--- src/rtl/acc_seq_pkg.sv ---
// acc_seq_pkg: shared types and helpers for the accelerator run-control sequencer.
// Provides the run state enum, mode encodings and the acc_sel width function.
package acc_seq_pkg;

  typedef enum logic [1:0] {
    IDLE,
    RUN,
    DONE,
    FAULT
  } seq_state_t;

  localparam logic MODE_PAR = 1'b0;
  localparam logic MODE_SEQ = 1'b1;

  function automatic int sel_width(input int n);
    return (n > 1) ? $clog2(n) : 1;
  endfunction

endpackage

--- src/rtl/sat_counter.sv ---
// sat_counter: up-counter with synchronous clear and enable.
// Sticks at all-ones instead of wrapping.
module sat_counter #(
  parameter int WIDTH = 32
) (
  input  logic             clk,
  input  logic             reset,
  input  logic             clear,
  input  logic             en,
  output logic [WIDTH-1:0] count
);

  always_ff @(posedge clk or posedge reset) begin
    if (reset) begin
      count <= '0;
    end else if (clear) begin
      count <= '0;
    end else if (en && !(&count)) begin
      count <= count + WIDTH'(1);
    end
  end

endmodule

--- src/rtl/acc_sequencer.sv ---
// acc_sequencer: turns a start press into parallel or sequential accelerator runs.
// Define ACC_SEQ_TIMEOUT_EN to build the hung-run comparator and FAULT state.
module acc_sequencer
  import acc_seq_pkg::*;
#(
  parameter int NUM_ACC        = 2,
  parameter int CNT_WIDTH      = 32,
  parameter int TIMEOUT_CYCLES = 1_000_000
) (
  input  logic                          clk,
  input  logic                          reset,
  input  logic                          start,
  input  logic                          mode,
  output logic [NUM_ACC-1:0]            acc_start,
  input  logic [NUM_ACC-1:0]            acc_finish,
  output logic [sel_width(NUM_ACC)-1:0] acc_sel,
  output logic                          busy,
  output logic                          done,
  output logic                          timeout,
  output logic [CNT_WIDTH-1:0]          cycle_count
);

  localparam int SW = sel_width(NUM_ACC);

  seq_state_t         state;
  logic               start_q;
  logic               mode_q;
  logic [NUM_ACC-1:0] mask;
  logic [NUM_ACC-1:0] hit;
  logic               rise;
  logic               complete;
  logic               cnt_clr;
  logic               cnt_en;

  assign rise     = start & ~start_q;
  assign hit      = acc_start & acc_finish;
  assign complete = (state == RUN) && ((mask | hit) == '1);
  assign cnt_clr  = rise && (state != RUN);

`ifdef ACC_SEQ_TIMEOUT_EN
  logic tmo_fire;

  // Completion on the limit cycle takes priority over the timeout.
  assign tmo_fire = (state == RUN) && !complete &&
                    (cycle_count == CNT_WIDTH'(TIMEOUT_CYCLES - 1));
  assign cnt_en   = (state == RUN) && !tmo_fire;
`else
  logic unused_tmo;

  assign unused_tmo = ^TIMEOUT_CYCLES;
  assign cnt_en     = (state == RUN);
  assign timeout    = 1'b0;
`endif

  sat_counter #(
    .WIDTH(CNT_WIDTH)
  ) u_cnt (
    .clk  (clk),
    .reset(reset),
    .clear(cnt_clr),
    .en   (cnt_en),
    .count(cycle_count)
  );

  always_ff @(posedge clk or posedge reset) begin
    if (reset) begin
      state     <= IDLE;
      start_q   <= 1'b0;
      mode_q    <= MODE_PAR;
      mask      <= '0;
      acc_start <= '0;
      acc_sel   <= '0;
      busy      <= 1'b0;
      done      <= 1'b0;
`ifdef ACC_SEQ_TIMEOUT_EN
      timeout   <= 1'b0;
`endif
    end else begin
      start_q <= start;
      unique case (state)
        RUN: begin
          mask <= mask | hit;
          if (complete) begin
            state     <= DONE;
            acc_start <= '0;
            busy      <= 1'b0;
            done      <= 1'b1;
          end
`ifdef ACC_SEQ_TIMEOUT_EN
          else if (tmo_fire) begin
            state     <= FAULT;
            acc_start <= '0;
            busy      <= 1'b0;
            timeout   <= 1'b1;
          end
`endif
          else if (mode_q == MODE_SEQ) begin
            // Only channel acc_sel is live, so a shift hands off with no gap.
            acc_start <= (acc_start & ~hit) | (hit << 1);
            if (|hit) begin
              acc_sel <= acc_sel + SW'(1);
            end
          end else begin
            acc_start <= acc_start & ~hit;
          end
        end
        default: begin
          if (rise) begin
            state     <= RUN;
            mode_q    <= mode;
            mask      <= '0;
            acc_sel   <= '0;
            busy      <= 1'b1;
            done      <= 1'b0;
`ifdef ACC_SEQ_TIMEOUT_EN
            timeout   <= 1'b0;
`endif
            acc_start <= (mode == MODE_SEQ) ? NUM_ACC'(1) : '1;
          end
        end
      endcase
    end
  end

endmodule

--- config.mk ---
export PLATFORM = sky130hd
export DESIGN_NAME = acc_sequencer
export DESIGN_NICKNAME = d
export VERILOG_FILES = /design/src/rtl/acc_seq_pkg.sv /design/src/rtl/sat_counter.sv /design/src/rtl/acc_sequencer.sv
export SDC_FILE = /design/constraint.sdc
export NUM_CORES = 1
export LEC_CHECK = 0
export CAP_MARGIN = 0
export CORE_AREA = 2 2 70 72
export CTS_CLUSTER_DIAMETER = 50
export DETAILED_ROUTE_END_ITERATION = 8
export DIE_AREA = 0 0 72 74
export PLACE_DENSITY = 0.82
export SYNTH_ARGS = -nofsm -noshare
export SYNTH_HDL_FRONTEND = slang
export SYNTH_SLANG_ARGS = --single-unit
--- constraint.sdc ---
create_clock -name clk -period 2.7 [get_ports clk]
set_clock_uncertainty 0.1 [all_clocks]
set_input_delay 0.675 -clock clk [delete_from_list [all_inputs] [get_ports clk]]
set_output_delay 0.675 -clock clk [all_outputs]
set_load 0.01 [all_outputs]
==> flow_summary.yaml, run 1 <==
global_route:
  grt_pass1_wl_um: 9370
  grt_max_degree: 42
  grt_overflow: 0
  track_usage_pct: 22.6
  grt_pass1_vias: 1972
  antenna_found_initial: 0
timing:
  holdWs_ns: 0.401
  timing_worst_slew_pin_value_ns: 0.603
  fmax_mhz: 408
  finalHoldViolCount: 0
  maxSlewViolCount: 0
  fin_setup_tns_ns: 0
  fin_crit_sh_pct: 90.8
  timing.slew.headroom_pct: 59.5
  setup_viol: 0
  rsz0062_at_grt: "no"
  fin_crit_ns: 2.45
route:
  drtIter0Drc: 247
  dr.pass1.iters: 4
  viasPerCell: 6.07
  drcViolationCount: 0
  totalWireLength_um: 5500
  vias: 2106
  wl_per_cell_um: 15.9
  final_antenna_net_count: 0
worst_setup_path:
  rrSetupSlack_ns: 0.25
  endpoint_kind: "flop"
  r2r-end: "u_cnt.count[11]"
  endpoint: "u_cnt.count[11]"
  crit_fanout: 11
  worstPathArrival_ns: 2.53
  critPathKind: "flop to flop"
  reg2reg_from: "u_cnt.count[20]"
  crit_start: "u_cnt.count[20]"
  start_kind: "flop"
  reg2reg_depth: 6
  required_ns: 2.78
clock_network:
  ctsHoldBuffers: 0
  numCtsBuffers: 5
  ctsResizeCount: 0
  post_cts.repair.setup_buffers: 0
  cts_tree: "done"
  clk_latency_ns: 0.29
  clk_pin_slew_worst_paths_ns: 0.07
  root_buffer: "clkbuf_8"
  htreeDepth: 2
  clock-sinks: 41
  ctsLongestPathBuffers: 2
yosys:
  ys_seq_elements: 41
  syn_area_um2: 2280
  synth_async_sr_flop_share_pct: 100
  synth_fp_nets: 250
  syn_inst: 243
  synth.distinct_cells: 48
  synth-main-ff-cell: "dfrtp_1"
  synth-seq-area-share_pct: 45.0
  synth_area_per_cell_um2: 9.39
  synth-edff-count: 0
  ys_warn_count: 0
floorplan:
  io_pins: 44
  row_count: 25
  die_h_um: 74
  fp.coreArea_um2: 4600
  die_area_um2: 5330
  die_w_um: 72
  start_util_pct: 49.6
outcome:
  status: "complete, no violations"
worst_hold_path:
  hold_class: "flop to flop"
  hp-start: "u_cnt.count[24]"
final_layout:
  final_nets: 300
  n_antenna_cell: 0
  syn_to_final_growth_pct: 26.2
  instances_no_fill: 347
  drive_gt1_share_pct: 10.6
  final_cell_mix: "42 x clkdlybuf4s50_1, 41 x dfrtp_1, 39 x nand2_1"
  final_common_cell: "clkdlybuf4s50_1"
placed_design:
  dp_cells: 340
  io_buffers: 42
  globalplace.congestion: 0.874
  dp_hpwl_um: 3990
job:
  maxCapViolations: 0
power_and_ir_drop:
  leakage_nw: 1.24
  power_density_nw_per_um2: 674
  peakVddDrop_v: 0.000359
-- state kept, by name, summed over array words and instances, names as in the netlist --
name,flops
acc_sel,1
acc_start,2
done,1
state,1
u_cnt.count,32
mask,2
start_q,1
mode_q,1
-- cells in the mapped netlist (3+ instances only) --
| cell | instances | area share [%] |
|---|---|---|
| nand4_1 | 9 | 2.5 |
| o31ai_1 | 7 | 2.3 |
| nand2b_1 | 4 | 1.1 |
| a31oi_1 | 3 | 0.82 |
| o311ai_0 | 7 | 2.7 |
| nand3_1 | 12 | 2.6 |
| buf_2 | 3 | 0.66 |
| a21oi_1 | 7 | 1.5 |
| mux2i_1 | 12 | 5.3 |
| or3_1 | 3 | 0.82 |
| and3_1 | 7 | 1.9 |
| nand2_1 | 39 | 6.4 |
| nor3_1 | 11 | 2.4 |
| dfrtp_1 | 41 | 45 |
| inv_1 | 5 | 0.82 |
| clkbuf_1 | 6 | 0.99 |
| o21ai_0 | 10 | 2.2 |
| nor2_1 | 13 | 2.1 |
| nor4_1 | 5 | 1.4 |
-- stage by stage --
step / worst slack [ns] / area, µm² / utilization, % / power, mW
floorplan: 0.456 / 2280 / - / 1.22
global placement: 0.312 / 2790 / 60.7 / 1.54
detailed placement: 0.277 / 2790 / 60.7 / 1.55
CTS: 0.252 / 2880 / 62.6 / 1.95
global route: 0.0616 / 2880 / 62.6 / 2.07
finish: 0.248 / 2880 / 62.6 / 1.94
-- layout make-up --
cell class,count,area (µm²)
clock buffers,7,86.3
fillers,404,1720
inverters,5,18.8
multi-input cells,184,1150
flip-flops and latches,41,1030
well taps,54,67.6
repair buffers,56,526
-- worst max-delay path, stage by stage, from the launching register on --
cell and delay, ns:
dfrtp_1 0.45, nand4_2 0.18, or4_4 0.58, nor4_4 0.49, buf_4 0.22, nor3_1 0.05, a221o_1 0.27
-- kinds of logic (layout without fill, tap and decap cells) --
group	Yosys count	in the layout	synth area share (%)
adders and majority gates	1	1	0.548
muxes	13	13	5.76
AOI/OAI and AO/OA	50	50	15.8
DFF	41	41	45.0
other	1	1	0.164
and+or+nand+nor	119	119	28.3
buffers and inverters	18	68	4.44
-- power by group --
| part | internal, mW | switching (mW) | total, mW |
|---|---|---|---|
| clock network | 0.203 | 0.200 | 0.403 |
| registers | 0.701 | 0.0971 | 0.798 |
| logic | 0.298 | 0.443 | 0.741 |
-- metal layers --
layer	track usage (%)	part of all wire, %	routed length, µm
met1	29.8	45	2450
met2	38.3	50	2740
met3	4.34	4.1	228
met4	6.92	1.5	80
met5	0	0	0
-- how the worst min path moves through the flow --
stage | endpoint | slack [ns] | depth (start not counted)
global placement | u_cnt.count[24] | 0.37 | 1
global route | u_cnt.count[7] | 0.44 | 1
detailed placement | mask[1] | 0.39 | 2
CTS | u_cnt.count[24] | 0.40 | 1
finish | u_cnt.count[24] | 0.40 | 1
floorplan | mask[0] | 0.36 | 2
Note: power is estimated with default switching activity, not from simulation.
==> run 2: changes to the inputs <==
--- a/config.mk
+++ b/config.mk
@@ -5,11 +5,13 @@
 export SDC_FILE = /design/constraint.sdc
 export NUM_CORES = 1
 export LEC_CHECK = 0
+export ABC_AREA = 1
 export CAP_MARGIN = 0
-export CORE_AREA = 2 2 70 72
+export CORE_AREA = 2 2 74 76
 export CTS_CLUSTER_DIAMETER = 50
 export DETAILED_ROUTE_END_ITERATION = 8
-export DIE_AREA = 0 0 72 74
+export DIE_AREA = 0 0 76 78
+export MAX_ROUTING_LAYER = met4
 export PLACE_DENSITY = 0.82
 export SYNTH_ARGS = -nofsm -noshare
 export SYNTH_HDL_FRONTEND = slang
==> run 2 against run 1 <==
  * Cell area is 11% higher
  * Highest routed layer unchanged
  * Non-clock buffer count is 9 lower
  * Critical endpoint is now cycle_count[14]
  * Critical path type is now flop to primary output
  * Worst hold slack better by 0.029 ns
  * Sequential power is 6.9% higher
  * Combinational power is 22% higher
  * Utilization is 0.86 points higher
  * Wire length is 18% higher
  * Register-to-register slack better by 0.48 ns
  * Sequential share of layout area is 3.6 points lower
  * Worst setup slack better by 0.30 ns
==> flow_summary.yaml, run 2 <==
timing:
  timing_worst_slew_pin_value_ns: 0.510
  timing.slew.headroom_pct: 66.0
  finalHoldViolCount: 0
  fmax_mhz: 465
  setup_viol: 0
  fin_crit_sh_pct: 79.6
  rsz0062_at_grt: "no"
  fin_crit_ns: 2.15
  maxSlewViolCount: 0
  fin_setup_tns_ns: 0
power_and_ir_drop:
  finalPower_mw: 2.17
  p_int_mw: 1.29
  leakage_nw: 1.42
  sw_frac_of_total_pct: 40.6
  p_clk_share_pct: 19.0
  p_comb_share_pct: 41.6
  seqPwrFrac_pct: 39.4
  power_density_nw_per_um2: 677
  peakVddDrop_v: 0.000484
  p_switching_mw: 0.881
yosys:
  netlist.area_leader.share_pct: 39.2
  synth_most_common_cell: "nand2_1"
  synth-edff-count: 0
  ys_warn_count: 0
  syn_area_um2: 2620
  synth_fp_nets: 386
  syn_inst: 379
  synth_async_sr_flop_share_pct: 100
  ys_seq_elements: 41
  synth_commonest_cells: "134 x nand2_1, 46 x nor2_1, 42 x inv_1"
  synth_top_cell_by_area: "dfrtp_1"
  synth_area_leaders: "dfrtp_1 39%, nand2_1 19%, nor2_1 6.6%, inv_1 6.0%, nand3_1 5.9%"
  synth.distinct_cells: 30
  synth-main-ff-cell: "dfrtp_1"
  synth-seq-area-share_pct: 39.2
  synth_area_per_cell_um2: 6.91
worst_setup_path:
  worst-path-buf-inv: 1
  endpoint_kind: "primary output"
  required_ns: 1.92
  crit_family: "buffers and inverters"
  start_kind: "flop"
  cpPeakStageDelay_ns: 0.59
  cpMaxStageDelayCell: "clkdlybuf4s50_1"
  reg2reg_from: "u_cnt.count[1]"
  critPathKind: "flop to primary output"
  crit_fanout: 6
  path_cells: "clkdlybuf4s50_1"
  worstPathArrival_ns: 1.37
  crit_start: "u_cnt.count[14]"
placed_design:
  dp_hpwl_um: 4790
  io_buffers: 42
  globalplace.congestion: 0.904
  dp_cells: 489
final_layout:
  n_antenna_cell: 0
  nFillCells: 478
  final_cell_mix: "134 x nand2_1, 46 x nor2_1, 42 x inv_1, 42 x clkdlybuf4s50_1, 41 x dfrtp_1"
  reg_top3: "u_cnt.count: 32 flops, acc_start: 2 flops, mask: 2 flops"
  instances_no_fill: 497
  drive_gt1_share_pct: 7.73
  largest_reg_flops: 32
  syn_to_final_growth_pct: 22.2
  final-seq-area_um2: 1030
  max_flop_register: "u_cnt.count"
  final_common_cell: "nand2_1"
  multiInputGateArea_um2: 1370
  final_nets: 433
global_route:
  track_usage_pct: 23.9
  antenna_found_initial: 0
  grt_overflow: 0
  grt_max_degree: 42
  grt_pass1_vias: 2406
  grt_pass1_wl_um: 11100
clock_network:
  post_cts.repair.setup_buffers: 0
  clock-sinks: 41
  ctsResizeCount: 0
  cts_tree: "done"
  clk_pin_slew_worst_paths_ns: 0.10
  ctsLongestPathBuffers: 2
  root_buffer: "clkbuf_8"
  htreeDepth: 2
  numCtsBuffers: 5
  clk_latency_ns: 0.30
  ctsHoldBuffers: 0
route:
  totalWireLength_um: 6490
  viasPerCell: 5.14
  highest_layer: "met4"
  wl_met2_um: 3160
  met1_length_um: 2930
  wl_met3_um: 316
  final_antenna_net_count: 0
  drtIter0Drc: 147
  drcViolationCount: 0
  vias: 2554
  dr.pass1.iters: 4
  wl_per_cell_um: 13.1
job:
  maxCapViolations: 0
worst_hold_path:
  hold_class: "flop to flop"
  hp-start: "acc_sel"
floorplan:
  start_util_pct: 51.9
  io_pins: 44
  row_count: 26
  fp.coreArea_um2: 5040
  die_area_um2: 5930
  die_w_um: 76
  die_h_um: 78
outcome:
  status: "complete, no violations"
run 2: final timing paths:
kind / endpoint / slack, ns / cells past startpoint
worst max-delay path: cycle_count[14] / 0.55 / 1
worst min-delay path: acc_sel / 0.43 / 2
worst max register to register: u_cnt.count[30] / 0.73 / 11
worst min register to register: acc_sel / 0.43 / 2
max in group asynchronous: mode_q / 1.44 / 3
min in group asynchronous: u_cnt.count[2] / 0.68 / 3
run 2: kinds of logic (layout without fill, tap and decap cells):
logic type | Yosys count | in the layout | share of synthesized area (%)
flip-flops | 41 | 41 | 39.2
XOR/XNOR | 6 | 6 | 2.01
other | 1 | 1 | 0.143
AO/OA/AOI/OAI | 37 | 37 | 7.79
buffers and inverters | 50 | 98 | 8.41
AND/OR/NAND/NOR | 243 | 243 | 42.0
adder cells (fa/ha/maj) | 1 | 1 | 0.478
run 2: area by class of cell:
type                       instances  area share, %
clock buffer                       5           2.15
clock inverter                     3          0.665
inverter                          43           5.20
multi-input combinational        288           42.9
sequential                        41           32.1
tap                               70           2.74
timing repair buffer              47           14.3
run 2: layer usage:
metal  up-vias  track usage, %
li1       1292               -
met1      1185            28.9
met2        68            41.2
met3         9            3.49
met4         0            8.91
met5         -               -
run 2: per-stage QoR:
stage	setup slack (ns)	cell area, µm²	utilization [%]	hold slack, ns
finish	0.550	3200	63.5	0.430
global route	0.472	3200	63.5	0.484
CTS	0.545	3200	63.5	0.435
detailed placement	0.301	3110	61.7	0.415
global placement	0.389	3110	61.7	0.400
floorplan	0.857	2620	-	0.389
run 2: power by group through the flow:
stage	combinational (mW)	clock (mW)	sequential, mW
after floorplan	0.556	0	0.887
after global placement	0.882	0	0.855
after detailed placement	0.906	0	0.861
after CTS	0.910	0.410	0.851
after global routing	0.983	0.441	0.875
final	0.902	0.411	0.853
